<file path="src/rtl/uart_rx.sv">
// 8N1 UART receiver: the line is synchronised, sampled at mid-bit, and each frame ends in
// either a one-cycle byte strobe or a one-cycle frame-error strobe.
`timescale 1ns/1ps
module uart_rx #(
   parameter int unsigned SAMPLE = 104,
   parameter int unsigned HALF   = 52,
   parameter int unsigned CNT_W  = 7
) (
   input  logic       i_clk,
   input  logic       i_nrst,
   input  logic       i_rx,
   output logic       o_valid,
   output logic [7:0] o_data,
   output logic       o_frame_err,
   output logic       o_busy
);

   typedef enum logic [2:0] {StIdle, StStart, StData, StStop, StBreak} state_e;

   localparam logic [CNT_W-1:0] HalfEnd   = CNT_W'(HALF - 1);
   localparam logic [CNT_W-1:0] SampleEnd = CNT_W'(SAMPLE - 1);

   state_e           state_q;
   logic             rx_meta_q;
   logic             rx_s_q;
   logic [CNT_W-1:0] timer_q;
   logic [2:0]       bit_idx_q;
   logic [7:0]       shift_q;

   // Synchroniser resets to the idle (high) line level so reset never looks like a start bit.
   always_ff @(posedge i_clk or negedge i_nrst) begin
      if (!i_nrst) begin
         rx_meta_q <= 1'b1;
         rx_s_q    <= 1'b1;
      end else begin
         rx_meta_q <= i_rx;
         rx_s_q    <= rx_meta_q;
      end
   end

   always_ff @(posedge i_clk or negedge i_nrst) begin
      if (!i_nrst) begin
         state_q     <= StIdle;
         timer_q     <= '0;
         bit_idx_q   <= '0;
         shift_q     <= '0;
         o_valid     <= 1'b0;
         o_data      <= '0;
         o_frame_err <= 1'b0;
      end else begin
         o_valid     <= 1'b0;
         o_frame_err <= 1'b0;
         timer_q     <= timer_q + CNT_W'(1);
         unique case (state_q)
            StIdle: begin
               timer_q <= '0;
               if (!rx_s_q) begin
                  state_q <= StStart;
               end
            end
            StStart: begin
               if (timer_q == HalfEnd) begin
                  timer_q   <= '0;
                  bit_idx_q <= '0;
                  // A line that is high again at mid start bit was only a glitch.
                  state_q   <= rx_s_q ? StIdle : StData;
               end
            end
            StData: begin
               if (timer_q == SampleEnd) begin
                  timer_q   <= '0;
                  shift_q   <= {rx_s_q, shift_q[7:1]};
                  bit_idx_q <= bit_idx_q + 3'd1;
                  if (bit_idx_q == 3'd7) begin
                     state_q <= StStop;
                  end
               end
            end
            StStop: begin
               if (timer_q == SampleEnd) begin
                  timer_q <= '0;
                  if (rx_s_q) begin
                     o_data  <= shift_q;
                     o_valid <= 1'b1;
                     state_q <= StIdle;
                  end else begin
                     o_frame_err <= 1'b1;
                     state_q     <= StBreak;
                  end
               end
            end
            StBreak: begin
               timer_q <= '0;
               if (rx_s_q) begin
                  state_q <= StIdle;
               end
            end
            default: state_q <= StIdle;
         endcase
      end
   end

   assign o_busy = (state_q != StIdle);

endmodule

</file>
<file path="config.mk">
export PLATFORM = sky130hd
export DESIGN_NAME = uart_rx
export DESIGN_NICKNAME = d
export VERILOG_FILES = /design/src/rtl/uart_rx.sv
export SDC_FILE = /design/constraint.sdc
export NUM_CORES = 1
export LEC_CHECK = 0
export CORE_ASPECT_RATIO = 0.75
export CORE_MARGIN = 2
export CORE_UTILIZATION = 60
export DETAILED_ROUTE_END_ITERATION = 10
export DONT_BUFFER_PORTS = 1
export PLACE_DENSITY = 0.79
export SKIP_LAST_GASP = 1
export SYNTH_ARGS = -nofsm -noshare
export SYNTH_HDL_FRONTEND = slang
export SYNTH_SLANG_ARGS = --single-unit
</file>
<file path="constraint.sdc">
create_clock -name i_clk -period 4.15 [get_ports i_clk]
set_input_delay 0.415 -clock i_clk [delete_from_list [all_inputs] [get_ports i_clk]]
set_output_delay 0.415 -clock i_clk [all_outputs]
set_load 0.01 [all_outputs]
</file>
==> results.py <==
metrics = {
    "sta": {
        "drv_slew": 0,
        "relSlewSlack_pct": 61.4,
        "finalWorstSetupSlack_ns": 2.42,
        "hold_violations": 0,
        "max_freq_mhz": 577,
        "skew_ns": 0.0129,
        "post-route-period-util_pct": 41.8,
        "min_period_ns": 1.73,
        "final.setup.tns_ns": 0,
        "tightestPinTransition_ns": 0.579,
        "setup_viol": 0,
        "rsz0062_at_grt": "no",
    },
    "synthesis": {
        "netlist_area_mm2": 0.00150,
        "synthMuxAreaShare_pct": 16.8,
        "synth_flop_cell": "dfrtp_1",
        "async_flop_share_pct": 100,
        "synth_top_area_cell": "dfrtp_1",
        "synth.area.top_cells": "dfrtp_1, mux2_4, mux2_2",
        "synth_fp_nets": 119,
        "synth-adder-area-share_pct": 3.35,
        "yosysSeqAreaShare_pct": 55.4,
        "ys_seq_elements": 33,
        "synth.distinct_cells": 30,
        "synthXorXnorAreaFrac_pct": 3.51,
        "synth_area_per_cell_um2": 13.3,
        "yosys.area_share.simple_pct": 14.4,
        "yosys_warnings": 0,
        "synth_edf_count": 0,
        "synth_cells": 112,
        "synth_top_cell_area_share_pct": 51.9,
        "synth-compound-area-share_pct": 3.35,
        "synth_top_family_by_area": "multiplexers",
    },
    "finish": {
        "postLayoutCoreUtil_pct": 68.3,
        "area_growth_syn_to_layout_pct": 6.36,
        "final_nets": 124,
        "antenna_cells": 0,
        "drive_gt1_share_pct": 28.0,
        "stdcell_area_mm2": 0.00159,
    },
    "global_route": {
        "overflow": 0,
        "grt_max_degree": 34,
        "antenna_found_initial": 0,
        "grt_usage_pct": 18.6,
        "grt_pass1_wl_um": 3700,
        "grt_pass1_vias": 808,
    },
    "drt": {
        "drt-vias-per-instance": 5.48,
        "ant_nets": 0,
        "maxUsedRoutingLayer": "met4",
        "wl_met3_um": 93,
        "drt-initial-drc-count": 41,
        "wirelength_um": 2250,
        "remaining_drc_errors": 0,
        "route.layer.met1.wl_um": 1170,
        "first_pass_iters": 4,
        "vias": 833,
        "wl_per_cell_um": 14.8,
        "dr_wl_met2_um": 958,
    },
    "die": {
        "initial_utilization_pct": 64.2,
        "die_h_um": 47.2,
        "die-area_mm2": 0.00291,
        "die_w_um": 61.6,
        "rows": 15,
        "design.core.area_mm2": 0.00233,
        "ioPinCount": 14,
    },
    "power_and_ir_drop": {
        "p_per_area_mw_per_mm2": 319,
        "peakVddDrop_uv": 272,
        "power_leakage_nw": 0.769,
    },
    "worst_setup_path": {
        "cp_top_family": "flip-flops",
        "crit_required_ns": 3.73,
        "worstSetupPathType": "flop to output pin",
        "cp_num_buf_inv": 0,
        "path_cells": "or3_1",
        "cp_slowest_cell": "dfrtp_1",
        "critPathMaxFanout": 9,
        "slowest_delay_ns": 0.54,
        "cp-start-kind": "flop",
        "endpoint_kind": "output pin",
        "cp.arrival_ns": 1.32,
    },
    "worst_hold_path": {
        "min_path_type": "primary input to flop",
    },
    "place": {
        "dp_hpwl_um": 1590,
        "gp_congestion": 0.818,
        "dpl_worst_slack_ns": 2.48,
        "numPortBuffers": 0,
        "placed_cell_area_mm2": 0.00151,
    },
    "cts": {
        "cts_root_buf": "clkbuf_4",
        "path_clk_slew_ns": 0.11,
        "worstSkewPairLatency_ns": 0.33,
        "clock_sinks": 33,
        "cts_inserted_buffers": 5,
        "ctsHtreeMaxLevel": 2,
        "clk_path_buf_depth": 2,
        "cts_tree": "done",
        "post_cts_buffers": 0,
    },
    "outcome": {
        "status": "finished clean",
    },
    "job": {
        "drv_cap": 0,
    },
}
## where the power goes
part           internal [mW]  leakage [nW]  switching [mW]
Sequential             0.323         0.439         0.00127
Clock                 0.0639        0.0310           0.109
Combinational        0.00299         0.298         0.00629
Total                  0.390         0.769           0.117
## synth_stat cells, types with 3 or more instances
master and number:
dfrtp_1 31, ha_1 4, inv_1 4, mux2_2 9, mux2_4 8, mux2i_1 3
nand2_1 7, nand3_1 4, nor2_1 5, nor3_1 7, xnor2_1 4
## worst paths after layout
| check | startpoint | end | slack (ns) | cells past startpoint |
|---|---|---|---|---|
| setup / recovery | state_q[0] | o_busy | 2.42 | 1 |
| hold / removal | i_rx | rx_meta_q | 0.08 | 0 |
| setup reg to reg | state_q[2] | shift_q[7] | 2.46 | 4 |
| hold reg to reg | rx_meta_q | rx_s_q | 0.36 | 0 |
| max in group asynchronous | i_nrst | rx_meta_q | 3.38 | 2 |
| min in group asynchronous | i_nrst | timer_q[5] | 0.51 | 2 |
## sequential cells by signal, indices dropped and copies added (netlist names)
register / cells
timer_q: 7
shift_q: 8
o_data: 8
o_valid: 1
o_frame_err: 1
rx_meta_q: 1
rx_s_q: 1
state_q: 3
bit_idx_q: 3
## kinds of logic after synthesis
logic type	count (synthesis)
AO/OA/AOI/OAI	6
XOR/XNOR	6
adder cells (fa/ha/maj)	4
buffers and inverters	8
flip-flops	33
multiplexers	20
AND/OR/NAND/NOR	35
## layout by cell type, fill, tap and decap left out, drive strengths merged
cell and instances:
dfrtp 31, mux2 17, nor3 7, nand2 7
nor2 5, clkbuf 5, nand3 4, xnor2 4
inv 4, ha 4, mux2i 3, nor2b 3
and4b 2, and2 2, xor2 2, clkinv 2
dfstp 2, a2bb2oi 2, and2b 1, o2bb2ai 1
nor3b 1, or3 1, nand4 1, nor4b 1
o21ai 1, a211oi 1, a21oi 1, clkinvlp 1
buf 1, dlygate4sd3 1
## per-layer routing
layer | vias to the layer above | track usage [%]
li1 | 400 | -
met1 | 406 | 26.8
met2 | 23 | 25.3
met3 | 4 | 6.89
met4 | 0 | 7.66
met5 | - | 0
## timing repair
action,in CTS,in global routing
resized for setup,0,0
hold buffers,2,0
hold endpoints to repair,33,0
## cell type report
cell class / instances / area, um2
flip-flops and latches: 33 / 828
fillers: 184 / 737
multi-input cells: 71 / 619
repair buffers: 2 / 30.0
well taps: 34 / 42.5
clock buffers: 5 / 37.5
inverters: 4 / 15.0
clock inverters: 3 / 17.5
## worst reg2reg max path, stage by stage, from the launching register on
cell	delay [ns]
dfrtp_1	0.46
and2b_1	0.32
nor2b_4	0.23
and2_4	0.27
mux2_4	0.32
## through the flow
step           power (mW)  cells  hold WS [ns]
2_1_floorplan       0.331    112         0.119
3_3_place_gp        0.331    142         0.120
3_5_place_dp        0.331    142         0.120
4_1_cts             0.513    152        0.0605
5_1_grt             0.532    152        0.0412
6_report            0.507    152        0.0794
No activity file was read; power rests on OpenSTA's default activity.
